## src/rtl/input_buffer_fifo.sv

```systemverilog
// Per-port router input buffer: power-of-two circular FIFO with a first-word-fall-through head,
// occupancy status for upstream flow control, and sticky overflow/underflow flags.
module input_buffer_fifo #(
    parameter int unsigned DATA_WIDTH = 8,
    parameter int unsigned DEPTH      = 4,
    parameter int unsigned ADDR_W     = 2
) (
    input  logic                  clk,
    input  logic                  rst_n,
    input  logic                  write,
    input  logic [DATA_WIDTH-1:0] Data_in,
    input  logic                  read,
    output logic [DATA_WIDTH-1:0] Data_out,
    output logic                  empty,
    output logic                  full,
    output logic                  almost_full,
    output logic [ADDR_W:0]       count,
    output logic                  overflow,
    output logic                  underflow
);

    localparam logic [ADDR_W:0] FullCnt   = (ADDR_W + 1)'(DEPTH);
    localparam logic [ADDR_W:0] AlmostCnt = (ADDR_W + 1)'(DEPTH - 1);

    logic [DATA_WIDTH-1:0] mem_q [DEPTH];
    logic [ADDR_W-1:0]     wr_ptr_q, wr_ptr_d;
    logic [ADDR_W-1:0]     rd_ptr_q, rd_ptr_d;
    logic [ADDR_W:0]       count_q, count_d;
    logic                  overflow_q, overflow_d;
    logic                  underflow_q, underflow_d;
    logic                  push, pop;

    assign empty       = (count_q == '0);
    assign full        = (count_q == FullCnt);
    assign almost_full = (count_q >= AlmostCnt);
    assign count       = count_q;
    assign overflow    = overflow_q;
    assign underflow   = underflow_q;
    assign Data_out    = empty ? '0 : mem_q[rd_ptr_q];

    // A pop frees the slot in the same cycle, so a full buffer still accepts a concurrent push.
    // An empty buffer never pops, even if a push lands in the same cycle (no bypass).
    assign pop  = read && !empty;
    assign push = write && (!full || pop);

    always_comb begin
        wr_ptr_d    = wr_ptr_q;
        rd_ptr_d    = rd_ptr_q;
        count_d     = count_q;
        overflow_d  = overflow_q;
        underflow_d = underflow_q;
        if (push) begin
            wr_ptr_d = wr_ptr_q + ADDR_W'(1);
        end
        if (pop) begin
            rd_ptr_d = rd_ptr_q + ADDR_W'(1);
        end
        unique case ({push, pop})
            2'b10:   count_d = count_q + (ADDR_W + 1)'(1);
            2'b01:   count_d = count_q - (ADDR_W + 1)'(1);
            default: count_d = count_q;
        endcase
        if (write && !push) begin
            overflow_d = 1'b1;
        end
        if (read && empty) begin
            underflow_d = 1'b1;
        end
    end

    always_ff @(posedge clk) begin
        if (!rst_n) begin
            wr_ptr_q    <= '0;
            rd_ptr_q    <= '0;
            count_q     <= '0;
            overflow_q  <= 1'b0;
            underflow_q <= 1'b0;
        end else begin
            wr_ptr_q    <= wr_ptr_d;
            rd_ptr_q    <= rd_ptr_d;
            count_q     <= count_d;
            overflow_q  <= overflow_d;
            underflow_q <= underflow_d;
        end
    end

    // Storage is not reset; the pointers alone define which entries are valid.
    always_ff @(posedge clk) begin
        if (rst_n && push) begin
            mem_q[wr_ptr_q] <= Data_in;
        end
    end

endmodule

```

## config.mk

```make
export PLATFORM = sky130hd
export DESIGN_NAME = input_buffer_fifo
export DESIGN_NICKNAME = d
export VERILOG_FILES = /design/src/rtl/input_buffer_fifo.sv
export SDC_FILE = /design/constraint.sdc
export NUM_CORES = 1
export LEC_CHECK = 0
export BUFFER_PORTS_ARGS = -buffer_cell sky130_fd_sc_hd__buf_4
export CAP_MARGIN = 20
export CORE_MARGIN = 5
export CORE_UTILIZATION = 60
export DETAILED_ROUTE_END_ITERATION = 8
export PLACE_DENSITY = 0.91
export REMOVE_ABC_BUFFERS = 1
export SYNTH_ARGS = -nofsm -noshare
export SYNTH_HDL_FRONTEND = slang
export SYNTH_SLANG_ARGS = --single-unit
```

## constraint.sdc

```tcl
create_clock -name clk -period 4.6 [get_ports clk]
set_input_delay 0.23 -clock clk [delete_from_list [all_inputs] [get_ports clk]]
set_output_delay 0.23 -clock clk [all_outputs]
set_load 0.02 [all_outputs]
```

Yosys cells after proc, flatten, opt, wreduce, memory -nomap -nowiden

Memories as Yosys holds them, arrays and structs flattened. A register that Yosys moved wholly into a read port is not among the register bits.
Cells that the tools add are included.

Register bits after elaboration: 9
Memory bits (writable): 32
Input bits: 12
Output and inout bits: 16
Logic and storage cells: 31
Memories kept: 1

Memory list:

| memory | depth | width | read ports | clocked after Yosys merged registers in | write ports | line | source |
|---|---|---|---|---|---|---|---|
| mem_q  | 4     | 8     | 1          | 1                                       | 1           | 25   | `logic [DATA_WIDTH-1:0] mem_q [DEPTH];` |

$add $sub $neg: 4
Order comparisons: 1
Equality and inequality tests: 3
Mux-type cells: 6
Reductions and logical operators: 11

Operators by type and width:

| cell                | number |
|---|---|
| $mux 8              | 1 |
| $pmux 3 s2          | 1 |
| $logic_and 1x1->1   | 5 |
| $add 2x1->2 const B | 2 |
| $mux 2              | 2 |
| $add 3x1->3 const B | 1 |
| $eq 3x3->1 const B  | 1 |
| $ge 3x2->1 const B  | 1 |
| $logic_not 1->1     | 3 |
| $logic_not 3->1     | 1 |
| $sub 3x1->3 const B | 1 |
| $eq 2x1->1 const B  | 1 |
| $eq 2x2->1 const B  | 1 |
| $mux 1              | 2 |
| $reduce_bool 2->1   | 1 |
| $logic_or 1x1->1    | 1 |

Longest topological paths before layout

Depth after elaboration: 8
Depth in mapped cells: 7
Mapped depth without buffers: 6

Worst setup path after synthesis

No wires, ideal clock.

Path kind: register -> register
Start: register count_q[0] (netlist: count[0])
End: register count_q[1] (netlist: count[1])
Setup time: 0.095 ns
Arrival: 1.998 ns
Data required time: 4.505 ns
Path slack: 2.506 ns
Cell stages (with the launch flop): 8
Buffers on the path: 1
Period minus slack after synthesis: 2.094 ns
Cells stage by stage: dfxtp_1 -> buf_4 -> o31ai_1 -> or2_2 -> fa_1 -> o21ba_1 -> o211ai_1 -> a221oi_1

Cells in the longest elaborated chain, start to end: 7
Elaborated cells on any way between the ends: 13
Those cells by class: add/sub (2); eq/ne (3); mux (1); reduce/logical (7)

RTL lines:

| element                                         | line | source |
|---|---|---|
| start, declared                                 | 28   | `logic [ADDR_W:0] count_q, count_d;` |
| start signal, assigned                          | 81   | `count_q <= count_d;` |
| $logic_not 3->1                                 | 33   | `assign empty = (count_q == '0);` |
| $logic_not 1->1                                 | 43   | `assign pop = read && !empty;` |
| $logic_and 1x1->1                               | 43   |  |
| $logic_or 1x1->1                                | 44   | `assign push = write && (!full \|\| pop);` |
| $logic_and 1x1->1                               | 44   |  |
| $eq 2x1->1 or $eq 2x2->1 (tied branches)        | 58   | `unique case ({push, pop})` |
| $pmux 3 s2 or $reduce_bool 2->1 (tied branches) | n/a  |  |

Parallel ways exist; a longest one is shown, timed or not.
A chain may end at the register's enable or synchronous reset.

Final worst setup path

Same ends and word-level chain as after synthesis.

==> flow_summary_export.csv <==
group,metric,value,unit
global_routing,antenna_found_initial,0,
detailed_routing,routed-wl-met2,1.86,mm
critical_path,crit_type,"reg2reg",
global_routing,grt_usage,0.187,
global_routing,grt_first_pass_wirelength,5.75,mm
clocking,cts_resized,0,
critical_path,worstPathRequired,4.86,ns
die,ioPinCount,28,
detailed_routing,ant_nets,0,
clocking,hold_buffers,0,
critical_path,cp_top_family,"compound AO/OA/AOI/OAI gates",
critical_path,cpMaxStageDelayCell,"dfxtp_1",
clocking,cts_num_sinks,43,
power,power.density,403,nW/um2
critical_path,cp_max_fo,11,
die,die_area,4350,um2
global_routing,grt-ovfl-total,0,
die,core,3030,um2
clocking,cts-root-buf,"clkbuf_4",
logic_synthesis,yosysSeqAreaShare,0.628,
timing,post-route-period-util,0.504,
critical_path,cp_num_buf_inv,0,
finish,drive_gt1_frac,0.296,
clocking,clkTransAtPathRegs,0.12,ns
clocking,cts_tree,"yes",
logic_synthesis,syn_area_per_cell,15.0,um2
detailed_routing,met3_length,201,um
logic_synthesis,ys_async_sr_fraction,0,
timing,worst-slew-pin-transition,0.556,ns
detailed_routing,detail_route.vias_per_cell,5.77,
critical_path,cp-start-kind,"register",
timing,final-max-slew-violation-count,0,
finish,fin_util,0.712,
detailed_routing,top_layer,"met4",
placement,portBuffers,27,
clocking,cts_max_level,2,
finish,diodes,0,
logic_synthesis,yosys_most_used_dff,"edfxtp_1",
finish,final_nets,168,
logic_synthesis,ys_ff_latch,43,
timing,setup_viol,0,
global_routing,grt_pass1_vias,1118,
logic_synthesis,synthCells,125,
hold_path,hp-class,"in2reg",
die,fp-row-count,20,
critical_path,arrival,2.58,ns
die,fp.dieH,66.0,um
status,outcome,"finished, final reports clean",
detailed_routing,finalWirelength,3.57,mm
clocking,cts_max_path_buffers,2,
placement,gp_congestion,0.779,
logic_synthesis,synthDistinctLibCells,35,
timing,slew-limit-headroom,0.629,
finish,fill_cells,209,
clocking,cts_buffers,5,
clocking,post_cts_buffers,0,
logic_synthesis,yosys_warnings,0,
finish,area_growth,14.7,%
clocking,clk_latency,0.35,ns
logic_synthesis,syn-cell-area,1880,um2
die,initial_core_util,0.621,
detailed_routing,drt_iter0_drc,43,
critical_path,endpoint_kind,"register",
detailed_routing,wl_per_cell,18.2,um
flow_run,maxCapViolCount,0,
finish,final_cell_mix,"32 x edfxtp_1, 27 x buf_4, 11 x dfxtp_1, 9 x nor2_1",
placement,dp_hpwl,2.40,mm
logic_synthesis,synth_edf_count,32,
critical_path,worstPathCellList,"o31ai_1 -> or2_2 -> fa_1 -> o21ba_1 -> o211ai_1 -> a221oi_1",
detailed_routing,wl_met1,1.38,mm
critical_path,max_stage_delay,0.64,ns
global_routing,grt_max_degree,14,
finish,final_common_cell,"edfxtp_1",
finish,regArea,1180,um2
timing,fmax,431,MHz
power,p_leak,0.000800,uW
timing,skew,0.0114,ns
timing,period_minus_slack,2.32,ns
timing,rsz0062_at_grt,"no",
detailed_routing,route.detailed.drc,0,
finish,multiInputGateArea,623,um2
detailed_routing,via_count,1130,
power,vdd_drop_max,0.271,mV
detailed_routing,first_pass_iters,5,
die,die_w,66.0,um
timing,timing_hold_violations_final,0,
timing,setup_tns,0,ns
[Yosys cell counts, drive strengths merged (2+ instances only)]
cell type,count,area (um2)
edfxtp,32,961
dfxtp,11,220
nor2,9,33.8
nor2b,9,58.8
mux4,8,180
buf,6,48.8
nand2,6,22.5
inv,5,18.8
and3,4,25.0
ha,4,50.1
xor2,4,35.0
a21oi,2,10.0
clkbuf,2,7.51
mux2i,2,20.0
nand3,2,10.0
o211ai,2,15.0
[cell families after synthesis]
| group | after synthesis | synth area share |
|---|---|---|
| flops | 43 | 0.628 |
| mux | 10 | 0.107 |
| fa+ha+maj | 5 | 0.0373 |
| simple gates | 37 | 0.119 |
| buf+inv | 13 | 0.0400 |
| xor+xnor | 4 | 0.0186 |
| compound gates | 13 | 0.0506 |
[final timing paths]
check	slack [ns]	cells after the start	to	startpoint
max	2.28	6	count[1]$_SDFFE_PN0P_	count[0]$_SDFFE_PN0P_
min	0.07	1	mem_q[3][3]$_DFFE_PP_	Data_in[3]
max reg2reg	2.28	6	count[1]$_SDFFE_PN0P_	count[0]$_SDFFE_PN0P_
min reg2reg	0.50	2	overflow$_SDFFE_PN0P_	overflow$_SDFFE_PN0P_
[sequential cells by signal, summed over array words and instances, names as in the netlist, named ones only]
signal / cells
mem_q: 32
rd_ptr_q: 2
underflow: 1
overflow: 1
count: 3
wr_ptr_q: 2
[routing by layer]
layer  global-route usage  vias up
met5                    0        -
met4               0.0863        0
met3               0.0612       18
met2                0.310       44
met1                0.219      560
li1                     -      508
[cell type report]
cell class / count / area share
Tap cell: 44 / 0.0255
Timing Repair Buffer: 27 / 0.0940
Sequential cell: 43 / 0.548
Multi-Input combinational cell: 69 / 0.289
Clock buffer: 7 / 0.0209
Inverter: 5 / 0.00871
Clock inverter: 1 / 0.0139
[power breakdown]
part | internal [uW] | switching [uW]
combinational | 83.8 | 89.9
sequential | 436 | 28.7
clock | 115 | 116
[stage by stage]
step	setup WS, ns	total power, uW	instances	hold WS (ns)	instance area [um2]
final	2.28	869	196	0.0714	2160
after global routing	2.17	909	196	0.0429	2160
after CTS	2.27	877	196	0.0620	2160
after detailed placement	2.33	647	188	0.439	2080
after global placement	2.47	637	188	0.429	2080
after floorplan	2.38	573	117	0.329	1820
(Power assumes the default switching activity.)
